`src/rtl/int4_weight_unpacker.sv`:
```
// rtl/int4_weight_unpacker.sv - serialises packed INT4 weight words into tagged nibbles for the dequantizer
// Optional stall counter port stall_cycles is built when UNPACK_PERF_EN is defined.
module int4_weight_unpacker #(
  parameter int NIBBLES_PER_WORD = 8,
  parameter int GROUP_SIZE       = 32,
  parameter int CNT_W            = 16
) (
  input  logic                          clk,
  input  logic                          rst,
  input  logic                          start,
  input  logic [CNT_W-1:0]              num_weights,
  input  logic                          word_valid,
  input  logic [4*NIBBLES_PER_WORD-1:0] word_data,
  output logic                          word_ready,
  input  logic                          grp_valid,
  input  logic [3:0]                    grp_scale,
  input  logic [3:0]                    grp_offset,
  output logic                          grp_ready,
  input  logic                          out_ready,
  output logic                          valid_out,
  output logic [3:0]                    int4_out,
  output logic [3:0]                    scale_out,
  output logic [3:0]                    offset_out,
  output logic                          last_out,
  output logic                          busy,
  output logic                          done
`ifdef UNPACK_PERF_EN
  ,
  output logic [31:0]                   stall_cycles
`endif
);

  localparam int NIB_W = $clog2(NIBBLES_PER_WORD + 1);
  localparam logic [NIB_W-1:0] NIB_EMPTY = NIB_W'(NIBBLES_PER_WORD);
  localparam logic [CNT_W-1:0] GRP_FULL  = CNT_W'(GROUP_SIZE);

  typedef enum logic [2:0] {
    S_IDLE,
    S_GRP,
    S_WORD,
    S_EMIT,
    S_DRAIN
  } state_t;

  state_t                        r_state;
  state_t                        w_next;
  logic [CNT_W-1:0]              r_remaining;
  logic [CNT_W-1:0]              r_grp_cnt;
  logic [NIB_W-1:0]              r_nib_idx;
  logic [4*NIBBLES_PER_WORD-1:0] r_word;
  logic [3:0]                    r_scale;
  logic [3:0]                    r_offset;
  logic                          r_valid_out;
  logic [3:0]                    r_int4_out;
  logic [3:0]                    r_scale_out;
  logic [3:0]                    r_offset_out;
  logic                          r_last_out;
  logic                          r_done;

  logic                          w_slot_free;
  logic                          w_load;
  logic                          w_accept;
  logic [CNT_W-1:0]              w_rem_dec;
  logic [CNT_W-1:0]              w_grp_inc;
  logic [NIB_W-1:0]              w_nib_inc;
  logic [3:0]                    w_nibble;

  assign w_slot_free = !r_valid_out || out_ready;
  assign w_load      = (r_state == S_EMIT) && w_slot_free;
  assign w_accept    = r_valid_out && out_ready;
  assign w_rem_dec   = r_remaining - 1'b1;
  assign w_grp_inc   = r_grp_cnt + 1'b1;
  assign w_nib_inc   = r_nib_idx + 1'b1;
  assign w_nibble    = 4'(r_word >> {r_nib_idx, 2'b00});

  always_ff @(posedge clk) begin
    if (rst) r_state <= S_IDLE;
    else     r_state <= w_next;
  end

  always_comb begin
    w_next     = r_state;
    word_ready = 1'b0;
    grp_ready  = 1'b0;
    case (r_state)
      S_IDLE: begin
        if (start && (num_weights != '0)) w_next = S_GRP;
      end
      S_GRP: begin
        grp_ready = 1'b1;
        if (grp_valid) w_next = (r_nib_idx != NIB_EMPTY) ? S_EMIT : S_WORD;
      end
      S_WORD: begin
        word_ready = 1'b1;
        if (word_valid) w_next = S_EMIT;
      end
      S_EMIT: begin
        // Group boundary wins over word exhaustion; GRP then falls through to WORD.
        if (w_load) begin
          if (w_rem_dec == '0)             w_next = S_DRAIN;
          else if (w_grp_inc == GRP_FULL)  w_next = S_GRP;
          else if (w_nib_inc == NIB_EMPTY) w_next = S_WORD;
        end
      end
      S_DRAIN: begin
        if (w_accept) w_next = S_IDLE;
      end
      default: w_next = S_IDLE;
    endcase
  end

  // r_nib_idx == NIB_EMPTY marks the word buffer as holding no unread nibbles.
  always_ff @(posedge clk) begin
    if (rst) begin
      r_remaining  <= '0;
      r_grp_cnt    <= '0;
      r_nib_idx    <= NIB_EMPTY;
      r_word       <= '0;
      r_scale      <= '0;
      r_offset     <= '0;
      r_valid_out  <= 1'b0;
      r_int4_out   <= '0;
      r_scale_out  <= '0;
      r_offset_out <= '0;
      r_last_out   <= 1'b0;
      r_done       <= 1'b0;
    end else begin
      r_done <= 1'b0;
      if (r_state == S_IDLE && start) begin
        r_remaining <= num_weights;
        r_nib_idx   <= NIB_EMPTY;
        r_done      <= (num_weights == '0);
      end
      if (r_state == S_GRP && grp_valid) begin
        r_scale   <= grp_scale;
        r_offset  <= grp_offset;
        r_grp_cnt <= '0;
      end
      if (r_state == S_WORD && word_valid) begin
        r_word    <= word_data;
        r_nib_idx <= '0;
      end
      if (w_load) begin
        r_remaining  <= w_rem_dec;
        r_grp_cnt    <= w_grp_inc;
        r_nib_idx    <= w_nib_inc;
        r_valid_out  <= 1'b1;
        r_int4_out   <= w_nibble;
        r_scale_out  <= r_scale;
        r_offset_out <= r_offset;
        r_last_out   <= (w_rem_dec == '0);
      end else if (w_accept) begin
        r_valid_out <= 1'b0;
        r_last_out  <= 1'b0;
      end
      if (r_state == S_DRAIN && w_accept) r_done <= 1'b1;
    end
  end

  assign valid_out  = r_valid_out;
  assign int4_out   = r_int4_out;
  assign scale_out  = r_scale_out;
  assign offset_out = r_offset_out;
  assign last_out   = r_last_out;
  assign busy       = (r_state != S_IDLE);
  assign done       = r_done;

`ifdef UNPACK_PERF_EN
  logic [31:0] r_stall_cycles;
  logic        w_stall;

  assign w_stall = (r_state != S_IDLE) &&
                   ((r_valid_out && !out_ready) ||
                    (r_state == S_WORD && !word_valid) ||
                    (r_state == S_GRP && !grp_valid));

  always_ff @(posedge clk) begin
    if (rst || (r_state == S_IDLE && start)) r_stall_cycles <= '0;
    else if (w_stall && (r_stall_cycles != '1)) r_stall_cycles <= r_stall_cycles + 1'b1;
  end

  assign stall_cycles = r_stall_cycles;
`endif

endmodule

```
`config.mk`:
```
export PLATFORM = sky130hd
export DESIGN_NAME = int4_weight_unpacker
export DESIGN_NICKNAME = d
export VERILOG_FILES = /design/src/rtl/int4_weight_unpacker.sv
export SDC_FILE = /design/constraint.sdc
export NUM_CORES = 1
export LEC_CHECK = 0
export ABC_AREA = 1
export CAP_MARGIN = 30
export CORE_ASPECT_RATIO = 2
export CORE_UTILIZATION = 45
export DETAILED_ROUTE_END_ITERATION = 6
export PLACE_DENSITY = 0.76
export SETUP_SLACK_MARGIN = 0.05
export SLEW_MARGIN = 20
export SYNTH_ARGS = -nofsm -noshare
export SYNTH_HDL_FRONTEND = slang
export SYNTH_SLANG_ARGS = --single-unit
```
`constraint.sdc`:
```
create_clock -name clk -period 1.8 [get_ports clk]
set_input_delay 0.36 -clock clk [delete_from_list [all_inputs] [get_ports clk]]
set_output_delay 0.36 -clock clk [all_outputs]
set_load 0.1 [all_outputs]
```
# Word level (Yosys, flattened, before mapping)
# Index checks and enable logic that the tools add are counted.
[totals] out_inout_bits=18 ff_bits=94 elab_cells=73 in_bits=62
[classes] shifts=1 mux=24 reduce_logical=19 addsub=3 eq_ne=13
[op_table] operator="two-way mux 16 bit" n=4
[op_table] operator="logical NOT 16 bit" n=2
[op_table] operator="right shift 32 x 6 -> 4 bit" n=1
[op_table] operator="two-way mux 3 bit" n=8
[op_table] operator="adder 16 x 1 -> 16 bit (second input constant)" n=1
[op_table] operator="== test 16 x 6 -> 1 bit (second input constant)" n=1
[op_table] operator="nonzero test 16 bit" n=1
[op_table] operator="subtractor 16 x 1 -> 16 bit (second input constant)" n=1
[op_table] operator="case mux 3 bit (5 select lines)" n=1
[op_table] operator="two-way mux 4 bit" n=3
[op_table] operator="inequality test 2 bit (second input constant)" n=5
[op_table] operator="two-way mux 1 bit" n=8
[op_table] operator="logical AND 1 bit" n=7
[op_table] operator="== test 3 x 2 -> 1 bit (second input constant)" n=2
[op_table] operator="AND reduction 6 bit" n=1
[op_table] operator="nonzero test 2 bit" n=3
[op_table] operator="nonzero test 3 bit" n=2
[op_table] operator="adder 4 x 1 -> 4 bit (second input constant)" n=1
[op_table] operator="== test 4 bit (second input constant)" n=1
[op_table] operator="inequality test 4 x 1 -> 1 bit (second input constant)" n=1
[op_table] operator="inequality test 4 bit (second input constant)" n=1
[op_table] operator="== test 3 x 1 -> 1 bit (second input constant)" n=1
[op_table] operator="== test 3 bit (second input constant)" n=1
[op_table] operator="logical NOT 3 bit" n=1
[op_table] operator="2 further kinds" n=2

# Longest topological paths before layout
# Gate-level depths: netlist (run 1).
[depth] word_depth=7 ltp_mapped=17 depth_no_buf=17

# Least setup slack after synthesis (run 1)
# Ideal clock, no wire load.
[synth_timing] path_type="flip-flop to flip-flop" start="register r_state[1]" end="register r_nib_idx[2]" setup_time_ps=117 required_ps=1683 arrival_ps=2069 stages_incl_launch_ff=11 synth_period_minus_slack_ps=2186 path_slack_ps=-386 path_buffers=1 cell_sequence="dfxtp_1 -> inv_1 -> nor2_1 -> nand2_1 -> inv_1 -> nand2_1 -> inv_1 -> buf_2 -> nor2_1 -> a21oi_1 -> nor2_1"
[synth_between] elab_chain_len=4 elab_cells_between_ends=9 cone_classes="2 x eq/ne; 2 x mux; 5 x reduce/logical"
[synth_rtl] item="start: declaration" line_no="45" source="state_t r_state;"
[synth_rtl] item="start signal: assignment" line_no="78" source="else r_state <= w_next;"
[synth_rtl] item="== test 3 x 2 -> 1 bit" line_no="139" source="if (r_state == S_WORD && word_valid) begin"
[synth_rtl] item="logical AND 1 bit" line_no="139"
[synth_rtl] item="two-way mux 4 bit" line_no="139"
[synth_rtl] item="two-way mux 4 bit" line_no="143" source="if (w_load) begin"
[synth_rtl] item="end signal: assignment" line_no="146" source="r_nib_idx <= w_nib_inc;"
[synth_rtl] item="end: declaration" line_no="49" source="logic [NIB_W-1:0] r_nib_idx;"
# Parallel ways exist; a longest one is shown, timed or not.
# A chain may end at the register's enable or synchronous reset.

# Worst setup path in the final report (run 1)
[layout_timing] start="register r_grp_cnt[0]" end="register r_state[1]"
[layout_between] elab_chain_len=6 elab_cells_between_ends=8 cone_classes="1 x add/sub; 2 x eq/ne; 4 x mux; 1 x reduce/logical"
[layout_rtl] item="start: declaration" line_no="48" source="logic [CNT_W-1:0] r_grp_cnt;"
[layout_rtl] item="start signal: assignment" line_no="145" source="r_grp_cnt <= w_grp_inc;"
[layout_rtl] item="adder 16 x 1 -> 16 bit *" line_no="72" source="assign w_grp_inc = r_grp_cnt + 1'b1;"
[layout_rtl] item="== test 16 x 6 -> 1 bit *" line_no="101" source="else if (w_grp_inc == GRP_FULL) w_next = S_GRP;"
[layout_rtl] item="two-way mux 3 bit" line_no="101"
[layout_rtl] item="two-way mux 3 bit" line_no="100" source="if (w_rem_dec == '0) w_next = S_DRAIN;"
[layout_rtl] item="two-way mux 3 bit" line_no="99" source="if (w_load) begin"
[layout_rtl] item="case mux 3 bit (5 select lines)" line_no="85" source="case (r_state)"
# Every way passes the cells marked *; elsewhere a longest branch is shown, timed or not. The select of a mux whose other input is x is not followed.

==> results of run 1 <==
-- cells in the final DEF (no fill, tap or decap), drive strengths merged, types with 4 or more instances in the layout --
cell type | synthesis | final
nand2 | 185 | 185
nor2 | 164 | 164
dfxtp | 94 | 94
buf | 6 | 90
o21ai | 73 | 73
clkdlybuf4s50 | 0 | 61
inv | 52 | 54
a21oi | 42 | 42
nand3 | 35 | 35
a31oi | 12 | 12
nand3b | 10 | 10
clkbuf | 24 | 9
ha | 6 | 6
o221ai | 5 | 5
o211ai | 5 | 5
nor3 | 5 | 5
o22ai | 4 | 4
nand4 | 4 | 4
nor4 | 4 | 4
-- repair_timing --
item	in CTS	in global routing
setup buffers	1	2
gates resized for setup	16	22
setup endpoints to repair	5	11
cloned	0	0
pin swaps	12	11
-- cell families (layout without fill, tap and decap cells) --
family	count (synthesis)	count (layout)
simple gates	412	412
buf+inv	83	220
fa+ha+maj	6	6
flops	94	94
compound gates	148	148
xor+xnor	3	3
-- final cells by class --
class	count	area, µm²	share of cell area (%)
clock buffers	9	225	3.20
well taps	137	171	2.43
multi-input cells	569	2880	40.9
repair buffers	151	1590	22.5
clock inverters	7	78.8	1.12
flip-flops and latches	94	1900	26.9
inverters	53	208	2.95
-- worst reg2reg max path: cells and delay by family, from the launching register on --
kind                     cells  cell delay [ns]
flip-flops                   1             0.37
adder cells (fa/ha/maj)      1             0.15
AND/OR/NAND/NOR             15             1.36
buffers and inverters        1             0.04
-- cell usage after synthesis (8+ instances only) --
cell	instances
a21oi_1	42
a31oi_1	12
clkbuf_1	24
dfxtp_1	94
inv_1	47
nand2_1	173
nand2_2	8
nand3_1	32
nand3b_1	10
nor2_1	143
nor2_2	17
o21ai_0	72
-- final timing paths --
| path | start | to | slack, ns | depth (start not counted) |
|---|---|---|---|---|
| worst max register to register | r_grp_cnt[0] | r_state[1] | -0.17 | 17 |
| worst min-delay path | r_word[31] | r_word[31] | 0.45 | 2 |
| worst min register to register | r_word[31] | r_word[31] | 0.45 | 2 |
| worst max-delay path | r_grp_cnt[0] | r_state[1] | -0.17 | 17 |
-- stage by stage --
step           util [%]  instances  TNS, ns  hold slack [ns]
6_report           66.8       1020   -0.460            0.446
2_1_floorplan         -        746        0            0.424
3_5_place_dp       62.5       1001    -2.03            0.435
5_1_grt            66.8       1020   -0.796            0.466
4_1_cts            66.0       1018   -0.460            0.446
3_3_place_gp       62.5       1001    -2.00            0.437
-- layer usage --
layer | share of wire [%] | global-route usage [%] | up-vias
li1 | - | - | 2704
met1 | 35 | 23.5 | 2440
met2 | 57 | 52.1 | 142
met3 | 2.9 | 3.17 | 45
met4 | 4.5 | 16.6 | 0
met5 | 0 | 0 | -
-- power by group --
part           total, W  switching, W  internal [W]
Sequential      0.00272      0.000307       0.00241
Combinational   0.00457       0.00276       0.00180
Clock           0.00196      0.000870       0.00109
-- state kept, by name (all words and copies together), names as in the netlist --
register	count
r_scale	4
r_nib_idx	4
valid_out	1
r_word	32
scale_out	4
r_remaining	16
r_offset	4
offset_out	4
last_out	1
int4_out	4
r_state	3
r_grp_cnt	16
done	1
==> run summary, run 1 <==
clock root buffer -> clkbuf_16
Adder-Cell Fraction of Synth Area -> 1.53%
Async SR Flop Fraction -> 0%
area delta synth->final -> 43.2%
number of synthesized flops with an enable pin -> 0
RSZ-0062 raised after global routing -> true
Critical Path RT -> 2.08 ns
flop and latch count out of synthesis -> 94
main flop type after synthesis -> dfxtp_1
design area -> 7050 µm²
fin crit period -> 1.97 ns
Initial Util -> 46.7%
critical path type -> flop to flop
Peak VDD IR -> 0.000750 V
global route overflow -> 0
area fraction of the dominant cell type after synthesis -> 38.2%
syn nets -> 814
critical path launch point type -> flop
Core ar. -> 10500 µm²
Placer Congestion -> 0.942
simple-gate share of the synthesized area -> 36.7%
Die Height -> 150 µm
Synth area leaders -> dfxtp_1 (38%), nand2_1 (13%), nor2_1 (11%)
status -> finished with violations
DIE AREA -> 11400 µm²
Diodes inserted -> 0
Achievable Freq -> 507 MHz
Sink Count -> 94
crit-path max FO -> 4
Worst Path Arrival -> 2.25 ns
Final #Nets -> 946
Final Cycle Share -> 110%
H-tree levels -> 3
Slew Limit Fails -> 0
Hold Fails Final Rpt -> 0
I/O Buffers -> 79
All-Layer GR Usage -> 25.7%
crit path cell chain -> ha_4 -> nand2_4 -> nor2_4 -> nand2_2 -> nor2_2 -> nor2_2 -> nor2_2 -> nand2_1 -> nor2_2 -> nand3_2 -> nand2_2 -> inv_2 -> nand2_4 -> nand2_4 -> nand2_1 -> nand2_1 -> nor2_1
CTS tree -> done
largest family of logic cells by synthesized area -> simple AND/OR/NAND/NOR gates
Post-Place Worst Slack -> -0.327 ns
HP Class -> flop to flop
hold_buf cts -> 0
layout cells sized above 1 -> 21.7%
clk_skew -> 0.00717 ns
I/O pins -> 80
Avg Synthesized Cell Area -> 6.60 µm²
Slowest cell on crit path -> dfxtp_4
cell taking the most area after synthesis -> dfxtp_1
clock buffer depth -> 2
Critical Path Sink Type -> flop
DP Area -> 6590 µm²
initial antenna violation count -> 0
worst path bufs/invs -> 1
register area share after synthesis -> 38.2%
global-route wire length before repair -> 23300 µm
Synth Area in XOR/XNOR -> 0.534%
Total Power -> 0.00925 W
max-cap viol count -> 0
Slew @ Worst Pin -> 0.582 ns
drt first-iter violations -> 273
DRT Pass-1 Iters -> 4
FP Rows -> 53
Relative slew margins -> 60.9%
Lkg Pwr -> 2.87 nW
TritonCTS Buffers -> 9
WL final -> 14100 µm
synth warn -> 0
crit-path max cell delay -> 0.37 ns
later-pin clock latency in the skew report -> 0.35 ns
average wire per standard cell -> 13.8 µm
DR vias/cell -> 5.23
number of global-route vias before repair -> 5364
Die Wd -> 75.9 µm
Compound-Gate Fraction of Synth Area -> 16.5%
clock-pin transition on the worst setup and hold timing paths -> 0.07 ns
largest net degree at the start of global routing -> 46
Cell variety after synth -> 38
Mapped Area -> 4920 µm²
CP top delay family -> simple AND/OR/NAND/NOR gates
dpl hpwl -> 10700 µm
Synth Instances -> 746
Setup Viol. Count Final -> 3
final worst setup slack -> -0.171 ns
antenna-violating nets left -> 0
most used cell, CP -> nor2_2
post-synthesis mux area share -> 0%
filler cell count -> 909
Residual DRC -> 0
power per cell area -> 1310 nW/µm²
failing checks -> negative setup slack
vias post-DR -> 5331
No activity file was read; power rests on OpenSTA's default activity.
==> run 2, diff against run 1 <==
--- a/config.mk
+++ b/config.mk
@@ -10,6 +10,7 @@
 export CORE_ASPECT_RATIO = 2
 export CORE_UTILIZATION = 45
 export DETAILED_ROUTE_END_ITERATION = 6
+export GPL_TIMING_DRIVEN = 0
 export PLACE_DENSITY = 0.76
 export SETUP_SLACK_MARGIN = 0.05
 export SLEW_MARGIN = 20
==> run summary, run 2 (synthesis gave the netlist of run 1 again) <==
final worst setup slack -> -0.135 ns (+0.0365 ns)
design area -> 6560 µm² (-7.0%)
DIE AREA -> 11400 µm² (unchanged)
most common cell after layout, fill and taps aside -> nand2_1
Initial Util -> 46.7% (unchanged)
Placer Congestion -> 1.01 (+7.5%)
number of global-route vias before repair -> 5278 (-1.6%)
layout cells sized above 1 -> 18.9% (-2.9 points)
clk_skew -> 0.00484 ns (-0.00233 ns)
FP Rows -> 53 (unchanged)
later-pin clock latency in the skew report -> 0.34 ns (about the same)
Core ar. -> 10500 µm² (unchanged)
Worst Path Arrival -> 2.22 ns (-0.03 ns)
critical path launch point type -> flop
I/O Buffers -> 77 (-2.5%)
Residual DRC -> 0 (unchanged)
Slew Limit Fails -> 0 (unchanged)
Lkg Pwr -> 2.57 nW (-10%)
filler cell count -> 976 (+7.4%)
Post-Layout Cell Count -> 990 (-2.9%)
most frequent cells in the layout -> nand2_1 (158), nor2_1 (125), dfxtp_1 (79), o21ai_0 (68), clkdlybuf4s50_1 (59)
placed cells -> 960 (-4.1%)
average wire per standard cell -> 14.7 µm (+6.4%)
crit-path max FO -> 4 (unchanged)
WL final -> 14600 µm (+3.3%)
vias post-DR -> 5243 (-1.7%)
critical path type -> flop to flop
status -> finished with violations
DP Area -> 5930 µm² (-10%)
initial antenna violation count -> 0 (unchanged)
clock-pin transition on the worst setup and hold timing paths -> 0.07 ns (about the same)
All-Layer GR Usage -> 26.6% (+0.83 points)
Critical Path RT -> 2.08 ns (about the same)
Post-Place Worst Slack -> -0.624 ns (-0.297 ns)
power per cell area -> 1340 nW/µm² (+2.1%)
HP Class -> flop to flop
clock buffer depth -> 2 (unchanged)
H-tree levels -> 3 (unchanged)
Diodes inserted -> 0 (unchanged)
global route overflow -> 0 (unchanged)
clock root buffer -> clkbuf_16
Final #Nets -> 916 (-3.2%)
antenna-violating nets left -> 0 (unchanged)
Setup Viol. Count Final -> 3 (unchanged)
drt first-iter violations -> 197 (-28%)
Peak VDD IR -> 0.000775 V (+3.4%)
CTS tree -> done
I/O pins -> 80 (unchanged)
Sink Count -> 94 (unchanged)
Critical Path Sink Type -> flop
max reg flops -> 32 (unchanged)
global-route wire length before repair -> 23700 µm (+1.7%)
largest net degree at the start of global routing -> 16 (-65%)
max-cap viol count -> 0 (unchanged)
RSZ-0062 raised after global routing -> true
TritonCTS Buffers -> 9 (unchanged)
Final Cycle Share -> 107% (-2.0 points)
dpl hpwl -> 11300 µm (+5.4%)
area delta synth->final -> 33.2%
Reg with most FFs -> r_word
Relative slew margins -> 59.8% (-1.1 points)
DRT Pass-1 Iters -> 4 (unchanged)
DR vias/cell -> 5.30 (+1.3%)
Die Height -> 150 µm (unchanged)
Slew @ Worst Pin -> 0.603 ns (+0.0206 ns)
Largest regs -> r_word x32, r_grp_cnt x16, r_remaining x16
Hold Fails Final Rpt -> 0 (unchanged)
fin crit period -> 1.93 ns (-0.0365 ns)
failing checks -> negative setup slack
Achievable Freq -> 517 MHz (+1.9%)
Die Wd -> 75.9 µm (unchanged)
-- run 2: cell types whose count changed in the layout (fill, tap and decap cells not counted), moves of 5 or more --
cell             change
clkdlybuf4s15_2     +15
dfxtp_1              -6
nor2_1               -5
nand2_1              -6
clkbuf_2             +7
buf_4               -50
buf_12              -24
clkbuf_1            +16
nand2_2              +5
-- run 2: worst max-delay path, cell delays in order (launching register included) --
cell	delay [ns]
dfxtp_4	0.37
ha_4	0.15
nand2_4	0.06
nor2_4	0.16
nand2_4	0.09
nor2_4	0.13
nor2_4	0.05
nor2_4	0.10
nand2_1	0.08
nor2_2	0.09
nand3_2	0.11
nand2_2	0.08
inv_2	0.04
nand2_4	0.07
nand2_4	0.07
nand2_1	0.09
nand2_1	0.05
nor2_1	0.08
-- run 2: layout make-up --
class | count | area [µm²] | area share (%)
inverters | 53 | 213 | 3.24
repair buffers | 92 | 910 | 13.9
multi-input cells | 569 | 2920 | 44.5
well taps | 137 | 171 | 2.61
clock buffers | 12 | 236 | 3.61
plain buffers | 29 | 144 | 2.20
flip-flops and latches | 94 | 1910 | 29.1
clock inverters | 4 | 55.1 | 0.840
-- run 2: report_power, final --
part	leakage, nW	internal (W)	switching, W
Clock	0.137	0.00109	0.000818
Combinational	1.66	0.00145	0.00270
Sequential	0.772	0.00242	0.000316
Total	2.57	0.00496	0.00383
-- run 2: worst paths after layout --
path | depth (start not counted) | slack, ns | start | end
worst max-delay path | 17 | -0.13 | r_grp_cnt[0] | r_state[1]
worst min-delay path | 2 | 0.45 | r_word[0] | r_word[0]
worst max register to register | 17 | -0.13 | r_grp_cnt[0] | r_state[1]
worst min register to register | 2 | 0.45 | r_word[0] | r_word[0]
-- run 2: stage by stage --
stage | total power (W) | util (%) | hold slack (ns) | setup TNS, ns
after floorplan | 0.00550 | - | 0.424 | 0
after global placement | 0.00639 | 56.2 | 0.435 | -16.86
after detailed placement | 0.00647 | 56.2 | 0.447 | -18.76
after CTS | 0.00856 | 60.7 | 0.456 | -0.283
after global routing | 0.00940 | 62.2 | 0.486 | -1.21
final | 0.00879 | 62.2 | 0.453 | -0.350
-- run 2: metal layers --
layer / vias to the layer above / part of all wire [%] / GRT usage [%]
li1: 2641 / - / -
met1: 2407 / 35 / 23.6
met2: 136 / 56 / 53.2
met3: 59 / 2.8 / 3.11
met4: 0 / 6.3 / 20.3
met5: - / 0 / 0
-- run 2: timing repair --
item                       4_1_cts  5_1_grt
setup endpoints to repair       71       63
resized for setup               95       58
pin swaps                       15       10
hold buffers                     0        0
setup buffers                    9        6
